**src/rtl/cmp_cast_arbiter.sv**
```systemverilog
// Shared compare / boolean-cast unit: round-robin arbitration between N requesters,
// a cast stage (mask, zero- or sign-extend to W bits) and a registered compare stage.
module cmp_cast_arbiter #(
    parameter int N   = 3,
    parameter int W   = 32,
    parameter int IDW = (N > 1) ? $clog2(N) : 1,
    parameter int WW  = $clog2(W + 1)
) (
    input  logic              clk,
    input  logic              rst,
    input  logic [N-1:0]      req_valid,
    output logic [N-1:0]      req_ready,
    input  logic [N*3-1:0]    req_op,
    input  logic [N-1:0]      req_signed,
    input  logic [N*W-1:0]    req_a,
    input  logic [N*WW-1:0]   req_wa,
    input  logic [N*W-1:0]    req_b,
    input  logic [N*WW-1:0]   req_wb,
    output logic              rsp_valid,
    input  logic              rsp_ready,
    output logic [IDW-1:0]    rsp_id,
    output logic              rsp_result,
    output logic              rsp_err
);

    typedef enum logic [2:0] {
        OP_EQ   = 3'd0,
        OP_NE   = 3'd1,
        OP_LT   = 3'd2,
        OP_LE   = 3'd3,
        OP_GT   = 3'd4,
        OP_GE   = 3'd5,
        OP_LNOT = 3'd6,
        OP_BOOL = 3'd7
    } op_e;

    // Keep the low w bits of x; every bit above is filled with bit w-1 (signed) or 0.
    function automatic logic [W-1:0] cast_ext(input logic [W-1:0] x,
                                              input logic [WW-1:0] w,
                                              input logic sgn);
        logic [W-1:0] r;
        logic         fill;
        int           wi;
        wi   = int'(w);
        fill = 1'b0;
        r    = '0;
        for (int i = 0; i < W; i++) begin
            if (sgn && (i == wi - 1)) fill = x[i];
        end
        for (int i = 0; i < W; i++) begin
            r[i] = (i < wi) ? x[i] : fill;
        end
        return r;
    endfunction

    function automatic logic width_ok(input logic [WW-1:0] w);
        return (w != '0) && (w <= WW'(W));
    endfunction

    logic [IDW-1:0] rr_ptr;

    logic           s1_valid;
    logic [IDW-1:0] s1_id;
    op_e            s1_op;
    logic           s1_signed;
    logic [W-1:0]   s1_a;
    logic [W-1:0]   s1_b;
    logic           s1_err;

    logic           stall;
    logic           s1_free;
    logic           handshake;

    logic [N-1:0]   grant;
    logic [IDW-1:0] gnt_id;
    logic           gnt_any;

    op_e            sel_op;
    logic           sel_signed;
    logic [W-1:0]   sel_a;
    logic [W-1:0]   sel_b;
    logic [WW-1:0]  sel_wa;
    logic [WW-1:0]  sel_wb;
    logic           sel_err;

    logic           cmp_res;
    logic           cmp_eq;
    logic           cmp_lt;
    logic           a_nz;

    assign stall     = rsp_valid & ~rsp_ready;
    assign s1_free   = ~s1_valid | ~stall;
    assign handshake = gnt_any & s1_free;
    assign req_ready = s1_free ? grant : '0;

    // Search starts one past the last granted requester.
    always_comb begin
        // NOTE: every combinational output gets a default first so no path can infer a latch.
        grant   = '0;
        gnt_id  = '0;
        gnt_any = 1'b0;
        for (int k = 1; k <= N; k++) begin
            int idx;
            idx = (int'(rr_ptr) + k) % N;
            if (!gnt_any && req_valid[idx]) begin
                gnt_any     = 1'b1;
                grant[idx]  = 1'b1;
                gnt_id      = IDW'(idx);
            end
        end
    end

    always_comb begin
        sel_op     = op_e'(req_op[int'(gnt_id)*3 +: 3]);
        sel_signed = req_signed[gnt_id];
        sel_a      = req_a[int'(gnt_id)*W +: W];
        sel_b      = req_b[int'(gnt_id)*W +: W];
        sel_wa     = req_wa[int'(gnt_id)*WW +: WW];
        sel_wb     = req_wb[int'(gnt_id)*WW +: WW];
        // B is not looked at by the unary opcodes, so its width cannot flag an error there.
        sel_err    = !width_ok(sel_wa) ||
                     (!(sel_op inside {OP_LNOT, OP_BOOL}) && !width_ok(sel_wb));
    end

    always_comb begin
        cmp_eq  = (s1_a == s1_b);
        cmp_lt  = s1_signed ? ($signed(s1_a) < $signed(s1_b)) : (s1_a < s1_b);
        a_nz    = |s1_a;
        cmp_res = 1'b0;
        case (s1_op)
            OP_EQ:   cmp_res = cmp_eq;
            OP_NE:   cmp_res = !cmp_eq;
            OP_LT:   cmp_res = cmp_lt;
            OP_LE:   cmp_res = cmp_lt | cmp_eq;
            OP_GT:   cmp_res = !(cmp_lt | cmp_eq);
            OP_GE:   cmp_res = !cmp_lt;
            OP_LNOT: cmp_res = !a_nz;
            OP_BOOL: cmp_res = a_nz;
            default: cmp_res = 1'b0;
        endcase
        if (s1_err) cmp_res = 1'b0;
    end

    always_ff @(posedge clk or posedge rst) begin
        if (rst) begin
            rr_ptr     <= IDW'(N - 1);
            s1_valid   <= 1'b0;
            s1_id      <= '0;
            s1_op      <= OP_EQ;
            s1_signed  <= 1'b0;
            s1_a       <= '0;
            s1_b       <= '0;
            s1_err     <= 1'b0;
            rsp_valid  <= 1'b0;
            rsp_id     <= '0;
            rsp_result <= 1'b0;
            rsp_err    <= 1'b0;
        end else begin
            // NOTE: non-blocking updates let stage 1 and the output stage both read pre-edge values.
            if (handshake) begin
                s1_valid  <= 1'b1;
                s1_id     <= gnt_id;
                s1_op     <= sel_op;
                s1_signed <= sel_signed;
                s1_a      <= cast_ext(sel_a, sel_wa, sel_signed);
                s1_b      <= cast_ext(sel_b, sel_wb, sel_signed);
                s1_err    <= sel_err;
                rr_ptr    <= gnt_id;
            end else if (!stall) begin
                s1_valid  <= 1'b0;
            end

            if (!stall) begin
                rsp_valid <= s1_valid;
                if (s1_valid) begin
                    rsp_id     <= s1_id;
                    rsp_result <= cmp_res;
                    rsp_err    <= s1_err;
                end
            end
        end
    end

endmodule
```
**config.mk**
```make
export PLATFORM = sky130hd
export DESIGN_NAME = cmp_cast_arbiter
export DESIGN_NICKNAME = d
export VERILOG_FILES = /design/src/rtl/cmp_cast_arbiter.sv
export SDC_FILE = /design/constraint.sdc
export NUM_CORES = 1
export LEC_CHECK = 0
export ABC_CLOCK_PERIOD_IN_PS = 6000
export BUFFER_PORTS_ARGS = -buffer_cell sky130_fd_sc_hd__buf_2
export CAP_MARGIN = 20
export CORE_ASPECT_RATIO = 0.75
export CORE_MARGIN = 4
export CORE_UTILIZATION = 53
export CTS_CLUSTER_DIAMETER = 60
export CTS_CLUSTER_SIZE = 20
export DETAILED_ROUTE_END_ITERATION = 8
export GPL_ROUTABILITY_DRIVEN = 1
export MAX_ROUTING_LAYER = met4
export PLACE_DENSITY = 0.82
export SLEW_MARGIN = 20
export SYNTH_ARGS = -nofsm -noshare
export SYNTH_HDL_FRONTEND = slang
export SYNTH_SLANG_ARGS = --single-unit
```
**constraint.sdc**
```tcl
create_clock -name clk -period 6 [get_ports clk]
set_input_delay 1.5 -clock clk [delete_from_list [all_inputs] [get_ports clk]]
set_output_delay 1.5 -clock clk [all_outputs]
set_load 0.005 [all_outputs]
```
==> impl_metrics.ini, run 1 <==
[clock_tree]
post_cts_buffers = 0
cts_max_level = 3
cts_tree = done
cts_buffers = 9
clk_path_buf_depth = 2
cts_sinks = 78
cts.reportedPaths.clkPinSlew_ps = 70
hold_buffers = 0
clk_latency_ps = 340
cts_resized = 0
cts_root_buf = clkbuf_16

[outcome]
outcome = completed

[synthesis]
synth_ff_type = dfrtp_1
syn_inst = 1135
ys_types = 85
synthesis.area_mm2 = 0.00825
yosysSeqAreaShare_pct = 23.7
synth_edf_count = 0
synth_nets = 1417
yosys_warnings = 0
async_flop_share_pct = 100
avgSynthCellArea_um2 = 7.26
ys_ff_latch = 78

[routing]
drcViolationCount = 0
wire_per_inst_um = 24.7
drtPass1Iterations = 8
via_count = 10700
drtIter0Drc = 1557
ant_nets = 0
wl_um = 39000
vias_per_cell = 6.79

[critical_path]
cp-start-kind = input pin
r2r-end = s1_a[21]
cp.arrival_ps = 5820
criticalPathCategory = in -> reg
rrSetupSlack_ps = 820
r2r-start = rr_ptr[0]
cp-end-kind = register
crit_start = req_valid[2]
reg2regPathDepth = 15
required_ps = 6270
crit_end = s1_a[21]
critPathMaxFanout = 46

[sta]
finalCritPeriodShare_pct = 92.6
final.min_clock_period_ps = 5550
finClkSkew_ps = 11.8
fmax_ghz = 0.180
worst_slew_pin_slew_ps = 964
max-slew-margin-rel_pct = 35.7
setup_viol_count_final = 0
rsz0062_at_grt = false
final-max-slew-violation-count = 0
fin_tns_setup_ps = 0
fin_ws_ps = 447
hold_viol_final = 0

[placed_design]
gp_congestion = 1.14
pre_cts_ws_ps = 251
portBuffers = 253
dp_hpwl_um = 30800

[global_route]
grt_usage_pct = 43.1
grt_max_degree = 80
antenna_found_initial = 1
grt_pass1_vias = 9647
grt_pass1_wl_um = 56800
grt_overflow = 0

[final_layout]
mostFrequentLayoutCell = buf_2
area_growth_pct = 22.2
final_cell_mix = 253 x buf_2, 193 x nand2_1, 105 x nor2_1
fillers = 1334
nets = 1648
drive_gt1_share_pct = 27.0

[min_path]
hp-class = reg -> reg

[run]
drv_cap = 0

[floorplan]
core-area_mm2 = 0.0152
dieWidth_um = 152
die_h_um = 116
die_area_mm2 = 0.0176
start_util_pct = 54.2
fp-row-count = 39
ios = 254
## worst max-delay path, stage by stage
cell	delay, ps
buf_2	230
nor4bb_1	190
o21a_1	200
o22a_1	410
nor2_4	420
buf_4	480
nand2_1	110
a31oi_1	640
mux2i_1	190
mux2i_1	300
o32ai_1	160
o21ai_1	200
o31a_2	450
o221a_1	290
## cell families after synthesis
kind of cell	share of synthesized area, %
compound gates	33.7
xor+xnor	0.212
fa+ha+maj	5.46
buf+inv	6.52
flops	23.7
mux	4.14
simple gates	26.3
## synthesized netlist by cell type (4+ instances only)
library cell | n | area share, %
o211ai_1 | 8 | 0.73
o221a_1 | 19 | 2.6
nor3_1 | 30 | 1.8
nor2b_1 | 6 | 0.46
a211oi_1 | 8 | 0.73
buf_4 | 5 | 0.46
nand3_1 | 48 | 2.9
dfrtp_1 | 77 | 23
nor3b_1 | 6 | 0.55
inv_1 | 39 | 1.8
a21o_1 | 20 | 1.8
buf_6 | 4 | 0.55
clkbuf_1 | 32 | 1.5
o21ai_0 | 73 | 4.4
or2_2 | 5 | 0.38
nand4_1 | 16 | 1.2
o2111ai_1 | 6 | 0.64
or3b_2 | 6 | 0.64
a221o_1 | 12 | 1.5
a31oi_1 | 60 | 4.6
mux2i_1 | 26 | 3.2
o21a_1 | 10 | 0.91
buf_1 | 9 | 0.41
and3_1 | 12 | 0.91
a31o_2 | 10 | 1.1
ha_1 | 36 | 5.5
nand2b_1 | 10 | 0.76
o21ai_1 | 8 | 0.49
nor4_1 | 14 | 1.1
buf_2 | 30 | 1.8
o32ai_1 | 4 | 0.42
o221ai_1 | 21 | 2.2
or3_1 | 7 | 0.53
nand2_1 | 194 | 8.8
nor2_1 | 107 | 4.9
a21oi_1 | 66 | 4.0
o22ai_1 | 6 | 0.46
a211o_1 | 4 | 0.42
mux2_2 | 5 | 0.68
## how the worst min path moves through the flow
stage	from	endpoint	slack, ps	cells past startpoint
3_3_place_gp	s1_id[1]	s1_id[1]	460	2
4_1_cts	s1_b[6]	s1_b[6]	480	2
3_5_place_dp	s1_b[6]	s1_b[6]	470	2
5_1_grt	s1_b[14]	s1_b[14]	500	2
6_report	s1_b[5]	s1_b[5]	480	2
2_1_floorplan	s1_id[1]	s1_id[1]	440	2
## state kept, by name, indices dropped and copies added, names as in the netlist, 2 cells and up
| name | flops |
|---|---|
| s1_a | 32 |
| s1_b | 32 |
| rr_ptr | 2 |
| s1_op | 3 |
| rsp_id | 2 |
## area by class of cell
cell class	count	area (um2)	share of cell area, %
Clock buffer	9	225	2.23
Multi-Input combinational cell	937	5780	57.3
Tap cell	205	256	2.54
Clock inverter	7	55.1	0.546
Antenna cell	1	2.50	0.0248
Inverter	39	146	1.45
Timing Repair Buffer	301	1660	16.5
Sequential cell	78	1950	19.4
## layer usage
layer	routed length (um)	track usage, %
met1	15700	57.2
met2	15600	59.1
met3	5820	16.7
met4	1880	16.6
met5	0	-
## metrics by stage
stage          hold WS, ps  utilization (%)  std cells  area (um2)
2_1_floorplan          442                -       1135        8250
3_3_place_gp           459             64.3       1560        9800
3_5_place_dp           470             64.3       1560        9800
4_1_cts                485             66.2       1576       10100
5_1_grt                504             66.2       1577       10100
6_report               479             66.2       1577       10100
Power of run 1 is left out: the tool's default activity adds up to more than one toggle a clock period on the data nets, which glitch-free logic cannot reach.
==> inputs of run 2 (changes only) <==
--- a/config.mk
+++ b/config.mk
@@ -9,7 +9,7 @@
 export BUFFER_PORTS_ARGS = -buffer_cell sky130_fd_sc_hd__buf_2
 export CAP_MARGIN = 20
 export CORE_ASPECT_RATIO = 0.75
-export CORE_MARGIN = 4
+export CORE_MARGIN = 5
 export CORE_UTILIZATION = 53
 export CTS_CLUSTER_DIAMETER = 60
 export CTS_CLUSTER_SIZE = 20
==> impl_metrics.ini, run 2 (synthesis gave the netlist of run 1 again) <==
[min_path]
hp-class = reg -> reg

[routing]
drcViolationCount = 0
wire_per_inst_um = 24.6
wl_um = 39000
drtPass1Iterations = 6
drtIter0Drc = 1726
via_count = 10700
vias_per_cell = 6.76
ant_nets = 0

[sta]
setup_viol_count_final = 0
holdWs_ps = 479
finalCritPeriodShare_pct = 91.8
max-slew-margin-rel_pct = 36.0
final.min_clock_period_ps = 5510
final-max-slew-violation-count = 0
fin_tns_setup_ps = 0
hold_viol_final = 0
fmax_ghz = 0.181
rsz0062_at_grt = false
finClkSkew_ps = 9.28
worst_slew_pin_slew_ps = 956

[global_route]
grt_pass1_vias = 9804
grt_max_degree = 80
grt_usage_pct = 42.2
antenna_found_initial = 4
grt_overflow = 0
grt_pass1_wl_um = 58200

[clock_tree]
cts_sinks = 78
post_cts_buffers = 0
cts_root_buf = clkbuf_16
cts_max_level = 3
cts_tree = done
clk_path_buf_depth = 2
clk_latency_ps = 340
cts.reportedPaths.clkPinSlew_ps = 60
cts_resized = 0
cts_buffers = 9
hold_buffers = 0

[final_layout]
largestRegisters = s1_a (32), s1_b (32), s1_op (3)
mostFrequentLayoutCell = buf_2
drive_gt1_share_pct = 27.2
nets = 1654
instances_no_fill = 1586
area_growth_pct = 23.3
final_cell_mix = 253 x buf_2, 193 x nand2_1, 105 x nor2_1

[critical_path]
required_ps = 6170
cp-end-kind = register
cp-start-kind = input pin
critPathMaxFanout = 25
cp.arrival_ps = 5680
criticalPathCategory = in -> reg

[placed_design]
portBuffers = 253
dp_hpwl_um = 31400
gp_congestion = 1.08
dpl.cell_count = 1566

[run]
drv_cap = 0

[floorplan]
ios = 254
dieWidth_um = 154
core-area_mm2 = 0.0152
die_area_mm2 = 0.0182
die_h_um = 118
fp-row-count = 39
start_util_pct = 54.2

[outcome]
outcome = completed
## run 2: cell count changes in the layout (fill, tap and decap cells not counted), sizes merged
cell      previous run  this run
clkbuf               9        10
clkinv               2         4
clkinvlp             1         0
diode                1         4
inv                 43        40
buf                301       307
bufinv               0         1
## run 2: layer usage
layer | share of wire [%] | vias to the layer above | GRT usage [%]
met5 | 0 | - | -
met4 | 3.9 | 0 | 14.1
met3 | 15 | 120 | 13.1
met2 | 41 | 938 | 57.3
met1 | 40 | 4911 | 59.1
li1 | - | 4745 | -
## run 2: cell type report
type / count / area, um2
multi-input cells: 937 / 5780
clock buffers: 10 / 229
well taps: 205 / 256
diodes: 4 / 10.0
fillers: 1324 / 5060
clock inverters: 6 / 70.1
flip-flops and latches: 78 / 1950
inverters: 39 / 146
repair buffers: 307 / 1720
## run 2: worst paths after layout
path / endpoint / slack, ps / cells after the start / startpoint
min reg2reg: rsp_id[0] / 480 / 2 / rsp_id[0]
min in group asynchronous: s1_signed / 1280 / 2 / rst
max reg2reg: s1_a[18] / 870 / 17 / rr_ptr[0]
max: s1_a[18] / 490 / 16 / req_valid[2]
min: rsp_id[0] / 480 / 2 / rsp_id[0]
max in group asynchronous: s1_a[2] / 3690 / 3 / rst
## run 2: metrics by stage
step / area [um2] / setup WS (ps) / utilization, %
CTS: 10200 / 686 / 66.7
finish: 10200 / 489 / 66.8
detailed placement: 9850 / 333 / 64.7
global placement: 9850 / 423 / 64.7
global route: 10200 / 352 / 66.8
floorplan: 8250 / 568 / -
## run 2: critical path: stages
cell and delay, ps:
buf_2 310, nand3b_1 190, a211o_1 350, a21o_1 380, nand2_2 190, buf_12 180, buf_4 230, mux2i_1 340
buf_4 180, a211oi_1 60, a211oi_1 230, a2111oi_0 90, buf_4 180, o31a_2 320, o31ai_1 710, a221oi_1 210
Power of run 2 is left out for the same reason.
